===== src/rtl/lfsr_burst_ctrl.sv =====
// Burst sequencer for an external LFSR: takes seed+count commands, loads the seed,
// then streams LFSR states as a valid/ready burst with last/done/abort signalling.
module lfsr_burst_ctrl #(
   parameter int unsigned           NUM_BITS     = 8,
   parameter int unsigned           CNT_W        = 16,
   parameter logic [NUM_BITS-1:0]   DEFAULT_SEED = NUM_BITS'(1)
) (
   input  logic                i_Clk,
   input  logic                i_Rst_L,
   input  logic                i_Cmd_Valid,
   output logic                o_Cmd_Ready,
   input  logic [NUM_BITS-1:0] i_Cmd_Seed,
   input  logic [CNT_W-1:0]    i_Cmd_Count,
   input  logic                i_Abort,
   output logic                o_Lfsr_Enable,
   output logic                o_Lfsr_Seed_DV,
   output logic [NUM_BITS-1:0] o_Lfsr_Seed,
   input  logic [NUM_BITS-1:0] i_Lfsr_Data,
   output logic                o_Out_Valid,
   input  logic                i_Out_Ready,
   output logic [NUM_BITS-1:0] o_Out_Data,
   output logic                o_Out_Last,
   output logic                o_Burst_Done,
   output logic                o_Aborted,
   output logic                o_Period_Hit
);

   localparam logic [1:0] ST_IDLE = 2'd0;
   localparam logic [1:0] ST_LOAD = 2'd1;
   localparam logic [1:0] ST_RUN  = 2'd2;

   logic [1:0]          state_q;
   logic [1:0]          state_d;
   logic [NUM_BITS-1:0] seed_q;
   logic [CNT_W-1:0]    remain_q;
   logic                first_q;
   logic                done_q;
   logic                aborted_q;
   logic                period_hit_q;

   logic accept;
   logic abort;
   logic run_act;
   logic last;
   logic handshake;

   // Handshake decode and next-state logic; abort suppresses the output handshake.
   always_comb begin
      accept    = i_Cmd_Valid & (state_q == ST_IDLE);
      abort     = i_Abort & (state_q != ST_IDLE);
      run_act   = (state_q == ST_RUN) & ~i_Abort;
      last      = run_act & (remain_q == CNT_W'(1));
      handshake = run_act & i_Out_Ready;
      state_d   = state_q;
      case (state_q)
         ST_IDLE: if (accept && (i_Cmd_Count != '0)) state_d = ST_LOAD;
         ST_LOAD: state_d = abort ? ST_IDLE : ST_RUN;
         ST_RUN:  if (abort || (handshake && last)) state_d = ST_IDLE;
         default: state_d = ST_IDLE;
      endcase
   end

   always_ff @(posedge i_Clk or negedge i_Rst_L) begin
      if (!i_Rst_L) state_q <= ST_IDLE;
      else          state_q <= state_d;
   end

   // Burst bookkeeping: latched seed, remaining words, status pulses and sticky period flag.
   always_ff @(posedge i_Clk or negedge i_Rst_L) begin
      if (!i_Rst_L) begin
         seed_q       <= '0;
         remain_q     <= '0;
         first_q      <= 1'b0;
         done_q       <= 1'b0;
         aborted_q    <= 1'b0;
         period_hit_q <= 1'b0;
      end else begin
         done_q    <= 1'b0;
         aborted_q <= 1'b0;
         if (accept) begin
            seed_q       <= (i_Cmd_Seed == '0) ? DEFAULT_SEED : i_Cmd_Seed;
            remain_q     <= i_Cmd_Count;
            first_q      <= 1'b1;
            period_hit_q <= 1'b0;
            done_q       <= (i_Cmd_Count == '0);
         end
         if (abort) begin
            done_q    <= 1'b1;
            aborted_q <= 1'b1;
         end
         if (handshake) begin
            remain_q <= remain_q - CNT_W'(1);
            first_q  <= 1'b0;
            if (!first_q && (i_Lfsr_Data == seed_q)) period_hit_q <= 1'b1;
            if (last) done_q <= 1'b1;
         end
      end
   end

   assign o_Cmd_Ready    = (state_q == ST_IDLE);
   assign o_Lfsr_Seed_DV = (state_q == ST_LOAD) & ~i_Abort;
   assign o_Lfsr_Seed    = seed_q;
   assign o_Lfsr_Enable  = handshake & ~last;
   assign o_Out_Valid    = run_act;
   assign o_Out_Data     = run_act ? i_Lfsr_Data : '0;
   assign o_Out_Last     = last;
   assign o_Burst_Done   = done_q;
   assign o_Aborted      = aborted_q;
   assign o_Period_Hit   = period_hit_q;

endmodule

===== config.mk =====
export PLATFORM = sky130hd
export DESIGN_NAME = lfsr_burst_ctrl
export DESIGN_NICKNAME = d
export VERILOG_FILES = /design/src/rtl/lfsr_burst_ctrl.sv
export SDC_FILE = /design/constraint.sdc
export NUM_CORES = 1
export LEC_CHECK = 0
export CAP_MARGIN = 25
export CORE_ASPECT_RATIO = 1.25
export CORE_MARGIN = 2
export CORE_UTILIZATION = 45
export CTS_BUF_LIST = sky130_fd_sc_hd__clkbuf_4
export DETAILED_ROUTE_END_ITERATION = 8
export PLACE_DENSITY = 0.8
export SYNTH_ARGS = -nofsm -noshare
export SYNTH_HDL_FRONTEND = slang
export SYNTH_SLANG_ARGS = --single-unit

===== constraint.sdc =====
create_clock -name i_Clk -period 3.5 [get_ports i_Clk]
set_input_delay 0.7 -clock i_Clk [delete_from_list [all_inputs] [get_ports i_Clk]]
set_output_delay 0.7 -clock i_Clk [all_outputs]
set_load 0.05 [all_outputs]

# [After elaboration in Yosys (flattened, before gate mapping)]
# Index checks and enable logic that the tools add are counted.
# Widths: inputs -> output; s select.
[word_totals] register_bits=30 in_bits=37 wordCells=53
[op_classes] addsub=1 n_eq_ne=6 mux=18 bitwise_logic=9 n_reduce_logical=12
[op_table] op="$mux 16" count=2
[op_table] op="$eq 16x1->1 const B" count=1
[op_table] op="$logic_not 16->1" count=1
[op_table] op="$mux 8" count=2
[op_table] op="$reduce_bool 16->1" count=1
[op_table] op="$sub 16x1->16 const B" count=1
[op_table] op="$mux 1" count=10
[op_table] op="$eq 8x8->1" count=1
[op_table] op="$logic_not 8->1" count=1
[op_table] op="$and 1x1->1" count=7
[op_table] op="$mux 2" count=3
[op_table] op="$pmux 2 s3" count=1
[op_table] op="$ne 2x1->1 const B" count=2
[op_table] op="$reduce_bool 2->1" count=2
[op_table] op="$logic_and 1x1->1" count=3
[op_table] op="$eq 2x1->1 const B" count=1
[op_table] op="$eq 2x2->1 const B" count=1
[op_table] op="$logic_not 2->1" count=1
[op_table] op="$not 1->1" count=2
[op_table] op="$reduce_and 2->1" count=1
[op_table] op="$logic_not 1->1" count=1
[op_table] op="$logic_or 1x1->1" count=1

# [Logic depth before layout (Yosys ltp)]
# Gate-level depths: netlist of the first run.
[depth] word_depth=7 depth_mapped=6

# [Worst setup path before layout of the first run]
# OpenSTA, ideal clock, no wires.
[synth_path] kind="input -> output" from="input port i_Abort" to="output port o_Out_Last" arrival_time_ns=2.032 slack_ns=0.768 path_stages=3 n_path_buf=1 cell_sequence="nor3b_1 -> clkbuf_1 -> and2_1"
[synth_between] elab_chain_cells=3
[synth_lines] item="start: declaration" line_no="14" source="input logic i_Abort,"
[synth_lines] item="$not 1->1" line_no="51" source="run_act = (state_q == ST_RUN) & ~i_Abort;"
[synth_lines] item="$and 1x1->1" line_no="51"
[synth_lines] item="named net o_Out_Valid" line_no="19" source="output logic o_Out_Valid,"
[synth_lines] item="$and 1x1->1" line_no="52" source="last = run_act & (remain_q == CNT_W'(1));"
[synth_lines] item="end: declaration" line_no="22" source="output logic o_Out_Last,"
# The timed path passes the listed nets, and every way through them passes these cells.

# [Worst setup path in the final report of the first run]
[layout_path] from="register remain_q[1]" to="output port o_Out_Last"
[layout_between] elab_chain_cells=2
[layout_lines] item="start: declaration" line_no="35" source="logic [CNT_W-1:0] remain_q;"
[layout_lines] item="start signal: assignment" line_no="82" source="remain_q <= i_Cmd_Count;"
[layout_lines] item="start signal: assignment" line_no="92" source="remain_q <= remain_q - CNT_W'(1);"
[layout_lines] item="$eq 16x1->1" line_no="52"
[layout_lines] item="$and 1x1->1" line_no="52"
# Every way passes these cells.

==> run metrics, run 1 <==
crit-path max cell delay 0.59 ns; sequential area share after synthesis 43.80%; Setup Fix Bufs, Post-CTS 0; Final period util 89.13%; Syn Inst Count 189; WL/cell 15.44 um; Detailed Route WL 4.524 mm; die height 73.01 um; Die X 59.20 um; CP Launch Type register; GP Congestion 0.8343; clock power share 15.8%; crit path kind reg2out; commonest non-fill, non-tap cell in the layout clkdlybuf4s50_1; RSZ-0062 raised after global routing false; internal power 712.2 uW; top cells by area, synth dfrtp_1 (44%), nand2_1 (7.7%), nor4_1 (4.0%); Clock Latency Late Sink 0.34 ns; status finished, final reports clean; fraction of layout cells with a size suffix above 1 12.65%; placed cell count 285; Max VDD drop 0.2894 mV; max-slew violations 0; Hold Fails Final Rpt 0; cell breakdown of the critical path inv_1 > ha_1 > or4b_2 > nor4_2 > and2_1 > buf_12; Sequential cell area 750.7 sq um; syn nets 228; Detailed Place HPWL 3.474 mm; worst hold path class reg2reg; share of total power in sequential cells 42.2%; multi-input combinational cell area 904.6 sq um; Slew HR 63.00%; antenna-violating nets left 0; vias in the first global route 1613; Overflow after GRT 0; DR pass1 iterations 6; fin util 68.03%; Starting Density 46.05%; Layout Skew 0.01580 ns; global-route wire length before repair 7.624 mm; flops & latches, synth 30; post-cts sizing count 0; antenna cells 0; Root Buffer clkbuf_4; Yosys Warn Count 0; CP max-delay cell or4b_2; combinational cell fraction of total power 42.1%; maxcap violations 0; Yosys top cell by area dfrtp_1; Pwr Density 477.6 nW/um^2; Rows 25; layout net count 291; H-tree levels 2; count of final setup violators 0; Pleak 0.001053 uW; commonest cells after routing, fill and taps aside clkdlybuf4s50_1 (49), nand2_1 (35), dfrtp_1 (30); CTS Hold Bufs 0; Max clock buf depth 2; clock slew at reported path FFs 0.10 ns; Main synth FF type dfrtp_1; ys async rst share 100.0%; clock sinks 30; Hold WS 0.4729 ns; CTS tree built; WP data required 2.80 ns; initial detailed-routing violation count 63; CTS Buf Count 5; Netlist cell types 45; Core Box Area 3722 sq um; P&R area growth vs syn 47.74%; port bufs 60; Synth Cell Area 1714 sq um; initial antenna violation count 0; largest net degree at the start of global routing 31; Worst Path Arrival 2.42 ns; setup tns final 0 ns; Die ar. 4322 sq um; average via count per standard cell 5.720; Post-synth EDFFs 0; Boundary Pins 61; GRT Util Overall 23.47%; endpoint class of the critical path output pin; Sw Share 41.11%; total number of vias 1676; Yosys top cell area share 43.80%; Syn Area/Cell 9.070 sq um; CP max FO 4; worst-margin pin slew 0.5518 ns; DRC 0; Max Clock Freq 0.3206 GHz; Fillers 300; final cell count without fillers 293; switching power 497.1 uW; Tmin final 3.119 ns
==> layer usage <==
layer	wire (um)	global-route usage (%)	vias up
li1	-	-	814
met1	1885	29.03	781
met2	2222	39.19	72
met3	339	6.206	9
met4	76	7.828	0
met5	0	0	-
==> registers in the layout, indices dropped and copies added (netlist names) <==
signal        flops
remain_q         16
state_q           2
first_q           1
o_Lfsr_Seed       8
o_Aborted         1
o_Period_Hit      1
o_Burst_Done      1
==> power by group through the flow <==
stage                     combinational (uW)  clock [uW]  sequential, uW
final                                    509         191             510
after global routing                     551         213             526
after CTS                                512         196             508
after detailed placement                 511           0             514
after global placement                   501           0             512
after floorplan                          240           0             590
==> layout make-up <==
class	instances	area share (%)
flip-flops and latches	30	29.64
clock buffers	5	1.482
well taps	40	1.976
clock inverters	3	0.4447
inverters	4	0.5929
repair buffers	67	30.14
multi-input cells	144	35.72
==> worst max-delay path, delay by kind of cell (launching register included) <==
family | cells | cell delay [ns]
buf+inv | 2 | 0.24
simple gates | 3 | 1.31
flops | 1 | 0.39
fa+ha+maj | 1 | 0.14
==> synthesized netlist by cell type, types with 3 or more instances <==
master	number
o22ai_1	3
clkbuf_1	10
nor3b_1	3
and2_1	9
nor4_1	11
a221o_1	4
dfrtp_1	30
nor2_1	13
a22oi_1	3
a211oi_1	3
xnor2_1	4
inv_1	4
o21ai_0	5
a21oi_1	4
nand2_1	35
nor3_1	8
xor2_1	5
==> final timing paths <==
check,start,to,slack [ns],depth (start not counted)
setup / recovery,remain_q[1],o_Out_Last,0.38,6
hold / removal,first_q,o_Period_Hit,0.47,1
setup reg to reg,state_q[0],remain_q[8],1.32,4
hold reg to reg,first_q,o_Period_Hit,0.47,1
max in group asynchronous,i_Rst_L,remain_q[6],2.46,2
min in group asynchronous,i_Rst_L,remain_q[10],0.74,2
==> logic make-up (layout without fill, tap and decap cells) <==
group	Yosys count	count (layout)	synth area share (%)
AOI/OAI and AO/OA	32	32	13.36
adders and majority gates	2	2	1.460
xor gates and xnor gates	9	9	4.598
buffers and inverters	15	79	3.723
and+or+nand+nor	100	100	32.48
muxes	1	1	0.5840
DFF	30	30	43.80
==> stage by stage <==
step                area, sq um  worst slack [ns]  total power (uW)
finish                     2532            0.3805              1209
global route               2532            0.2345              1290
CTS                        2532            0.3500              1217
detailed placement         2484            0.4660              1025
global placement           2484            0.5121              1013
floorplan                  1714            0.7680             830.1
(Power assumes the default switching activity.)
==> inputs of run 2 (changes only) <==
--- a/config.mk
+++ b/config.mk
@@ -12,6 +12,8 @@
 export CTS_BUF_LIST = sky130_fd_sc_hd__clkbuf_4
 export DETAILED_ROUTE_END_ITERATION = 8
 export PLACE_DENSITY = 0.8
+export SETUP_SLACK_MARGIN = 0.3
+export SKIP_CTS_REPAIR_TIMING = 1
 export SYNTH_ARGS = -nofsm -noshare
 export SYNTH_HDL_FRONTEND = slang
 export SYNTH_SLANG_ARGS = --single-unit
==> run metrics, run 2 (synthesis gave the netlist of run 1 again) <==
worst hold path class reg2reg; Fillers 299; initial detailed-routing violation count 66; Hold Fails Final Rpt 0; Pwr Density 478.3 nW/um^2; CTS Buf Count 5; Clock Latency Late Sink 0.34 ns; CP max-delay cell clkdlybuf4s50_1; CTS tree built; Root Buffer clkbuf_4; Rows 25; Layout Skew 0.01310 ns; GRT Util Overall 23.47%; CP max FO 5; Detailed Place HPWL 3.474 mm; Max VDD drop 0.2910 mV; maxcap violations 0; Worst Path Arrival 2.31 ns; crit-path max cell delay 0.85 ns; antenna-violating nets left 0; Area after DPL 2484 sq um; CP Launch Type primary input; largest net degree at the start of global routing 31; layout net count 291; global-route wire length before repair 7.624 mm; Detailed Route WL 4.599 mm; slack of the critical path 0.4858 ns; Overflow after GRT 0; Die X 59.20 um; Starting Density 46.05%; commonest non-fill, non-tap cell in the layout clkdlybuf4s50_1; status finished, final reports clean; H-tree levels 2; Place WS 0.4660 ns; DR pass1 iterations 4; max reg flops 16; count of final setup violators 0; endpoint class of the critical path output pin; DRC 0; clock slew at reported path FFs 0.10 ns; P&R area growth vs syn 48.25%; Total Power 1215 uW; Core Box Area 3722 sq um; GP Congestion 0.8343; antenna cells 0; Hold WS 0.4693 ns; cell breakdown of the critical path clkdlybuf4s50_1 > nor3b_1 > clkdlybuf4s50_1; CP most frequent cell clkdlybuf4s50_1; Boundary Pins 61; average via count per standard cell 5.887; RSZ-0062 raised after global routing false; Max Clock Freq 0.3318 GHz; Max clock buf depth 2; Slew HR 62.93%; die height 73.01 um; max-slew violations 0; setup tns final 0 ns; total number of vias 1725; initial antenna violation count 0; Tmin final 3.014 ns; commonest cells after routing, fill and taps aside clkdlybuf4s50_1 (49), nand2_1 (35), dfrtp_1 (30); clock sinks 30; crit path kind in2out; port bufs 60; Pleak 0.001063 uW; Biggest register remain_q; fraction of layout cells with a size suffix above 1 12.65%; vias in the first global route 1613; Die ar. 4322 sq um; WP data required 2.80 ns; post-route cell area 2541 sq um; Final period util 86.12%; worst-margin pin slew 0.5510 ns; WL/cell 15.70 um
==> run 2: cell counts in the layout (fill, tap and decap cells not counted) <==
No cell type changed its count.
==> run 2: final timing paths <==
check                       startpoint              to  slack (ns)  depth (start not counted)
hold / removal                 first_q    o_Period_Hit        0.47                          1
min in group asynchronous      i_Rst_L    remain_q[10]        0.74                          2
setup / recovery               i_Abort  o_Lfsr_Seed_DV        0.49                          3
max in group asynchronous      i_Rst_L     remain_q[6]        2.46                          2
setup reg to reg           remain_q[0]     remain_q[8]        1.29                          6
hold reg to reg                first_q    o_Period_Hit        0.47                          1
==> run 2: metal layers <==
layer	track usage, %	routed length (um)	share of wire [%]	up-vias
met5	0	0	0	-
met4	7.828	77	1.7	0
met3	6.206	339	7.4	9
met2	39.19	2257	49	79
met1	29.03	1925	42	823
li1	-	-	-	814
==> run 2: per-stage QoR <==
| step | utilization, % | std cells |
|---|---|---|
| floorplan | - | 189 |
| global placement | 66.72 | 285 |
| detailed placement | 66.72 | 285 |
| CTS | 68.03 | 293 |
| global route | 68.27 | 293 |
| finish | 68.27 | 293 |
==> run 2: final cells by class <==
class / count / area, sq um / area share [%]
inverter: 4 / 15.01 / 0.5908
timing repair buffer: 67 / 763.2 / 30.03
tap: 40 / 50.05 / 1.969
clock inverter: 3 / 11.26 / 0.4431
clock buffer: 5 / 37.54 / 1.477
multi-input combinational: 144 / 913.4 / 35.94
sequential: 30 / 750.7 / 29.54
==> run 2: where the power goes <==
part | internal, uW | switching, uW
logic | 213 | 301
registers | 428 | 82.7
clock network | 71.3 | 119
==> run 2: critical path, delay by kind of cell <==
family                 cells  cell delay, ns
AND/OR/NAND/NOR            1            0.29
buffers and inverters      2            1.32
==> inputs of run 3 (changes only) <==
==> constraint.sdc (replaced) <==
create_clock -name i_Clk -period 3.9 [get_ports i_Clk]
set_input_delay 0.78 -clock i_Clk [delete_from_list [all_inputs] [get_ports i_Clk]]
set_output_delay 0.78 -clock i_Clk [all_outputs]
set_load 0.05 [all_outputs]
==> run metrics, run 3 (synthesis gave the netlist of run 1 again) <==
Max VDD drop 0.1965 mV; Die ar. 4322 sq um; internal power 637.9 uW; max reg flops 16; share of total power in sequential cells 42.3%; H-tree levels 2; Detailed Place HPWL 3.322 mm; FF-to-FF End remain_q[8]; Pwr Density 452.9 nW/um^2; CTS tree built; Boundary Pins 61; combinational cell fraction of total power 40.7%; reg2reg start remain_q[0]; Final period util 82.32%; RSZ-0062 raised after global routing false; clock power share 17.1%; P&R area growth vs syn 39.85%; port bufs 60; Place WS 0.7346 ns; Hold Fails Final Rpt 0; status finished, final reports clean; Max Clock Freq 0.3115 GHz; Worst Path Arrival 2.43 ns; crit-path max cell delay 0.59 ns; CP Launch Type register; vias in the first global route 1629; Fillers 341; setup tns final 0 ns; commonest cells after routing, fill and taps aside clkdlybuf4s50_1 (49), nand2_1 (35), dfrtp_1 (30); largest net degree at the start of global routing 31; slack of the critical path 0.6897 ns; antenna cells 0; Pleak 0.001021 uW; Clock Latency Late Sink 0.33 ns; max-slew violations 0; die height 73.01 um; Tmin final 3.210 ns; R2R setup slack 1.70 ns; Max clock buf depth 2; clock slew at reported path FFs 0.10 ns; crit path kind reg2out; GRT Util Overall 22.32%; maxcap violations 0; Root Buffer clkbuf_4; average via count per standard cell 5.759; worst hold path class reg2reg; cell breakdown of the critical path inv_1 > ha_1 > or4b_2 > nor4_2 > and2_1 > buf_4; DRC 0; worst hold endpoint o_Period_Hit; Detailed Route WL 4.558 mm; CTS Buf Count 5; DR pass1 iterations 4; Buf/Inv on CP 2; initial antenna violation count 0; count of final setup violators 0; Starting Density 46.05%; Hold Path Origin first_q; CP max-delay cell or4b_2; WP data required 3.12 ns; switching power 447.7 uW; Overflow after GRT 0; total number of vias 1676; worst-margin pin slew 0.5206 ns; Slew HR 64.97%; clock sinks 30; Rows 25; worst-case reg-to-reg path depth 6; GP Congestion 0.7989; CP max FO 4; global-route wire length before repair 7.245 mm; layout net count 289; WL/cell 15.66 um; fraction of layout cells with a size suffix above 1 12.75%; Sequential cell area 750.7 sq um; Sw Share 41.24%; initial detailed-routing violation count 70; endpoint class of the critical path output pin; multi-input combinational cell area 904.6 sq um; cell family with most CP delay simple AND/OR/NAND/NOR gates; Hold Path Stages 1; antenna-violating nets left 0; Biggest register remain_q; Layout Skew 0.003182 ns; Core Box Area 3722 sq um; Die X 59.20 um; commonest non-fill, non-tap cell in the layout clkdlybuf4s50_1
## run 3: final cells by class
type / count / share of cell area, %
clock buffers: 6 / 1.879
multi-input cells: 144 / 37.73
repair buffers: 65 / 25.99
well taps: 40 / 2.088
clock inverters: 2 / 0.3653
inverters: 4 / 0.6263
flip-flops and latches: 30 / 31.32
## run 3: worst max path at each step
stage,start,end,slack [ns],cells after the start
after floorplan,i_Abort,o_Out_Last,1.01,3
after global placement,i_Abort,o_Lfsr_Seed_DV,0.75,3
after detailed placement,i_Abort,o_Lfsr_Seed_DV,0.73,3
after CTS,remain_q[1],o_Out_Last,0.65,6
after global routing,remain_q[1],o_Out_Last,0.54,6
final,remain_q[1],o_Out_Last,0.69,6
## run 3: worst register-to-register path, cell delays in order, from the launching register on
cell and delay [ns]:
dfrtp_1 0.42, inv_1 0.11, ha_1 0.17, or3b_2 0.54, nor4_1 0.43, a21oi_1 0.13
a221o_1 0.28
## run 3: power by group through the flow
stage	clock (uW)	combinational (uW)	sequential, uW
detailed placement	0	443	462
CTS	194	444	457
floorplan	0	215	530
global route	205	483	470
global placement	0	434	459
finish	185	441	459
## run 3: routing by layer
| metal | track usage, % | routed length (um) | vias up |
|---|---|---|---|
| li1 | - | - | 808 |
| met1 | 26.08 | 1921 | 788 |
| met2 | 38.10 | 2231 | 76 |
| met3 | 6.206 | 364 | 4 |
| met4 | 8.586 | 40 | 0 |
| met5 | 0 | 0 | - |
## run 3: through the flow
stage	instance area, sq um	util [%]	total power, uW	hold WS, ns	std cells
finish	2397	64.40	1086	0.4964	291
global route	2397	64.40	1157	0.5204	291
CTS	2397	64.40	1095	0.4970	291
detailed placement	2344	62.96	905.7	0.4893	283
global placement	2344	62.96	892.9	0.4561	283
floorplan	1714	-	745.0	0.4309	189
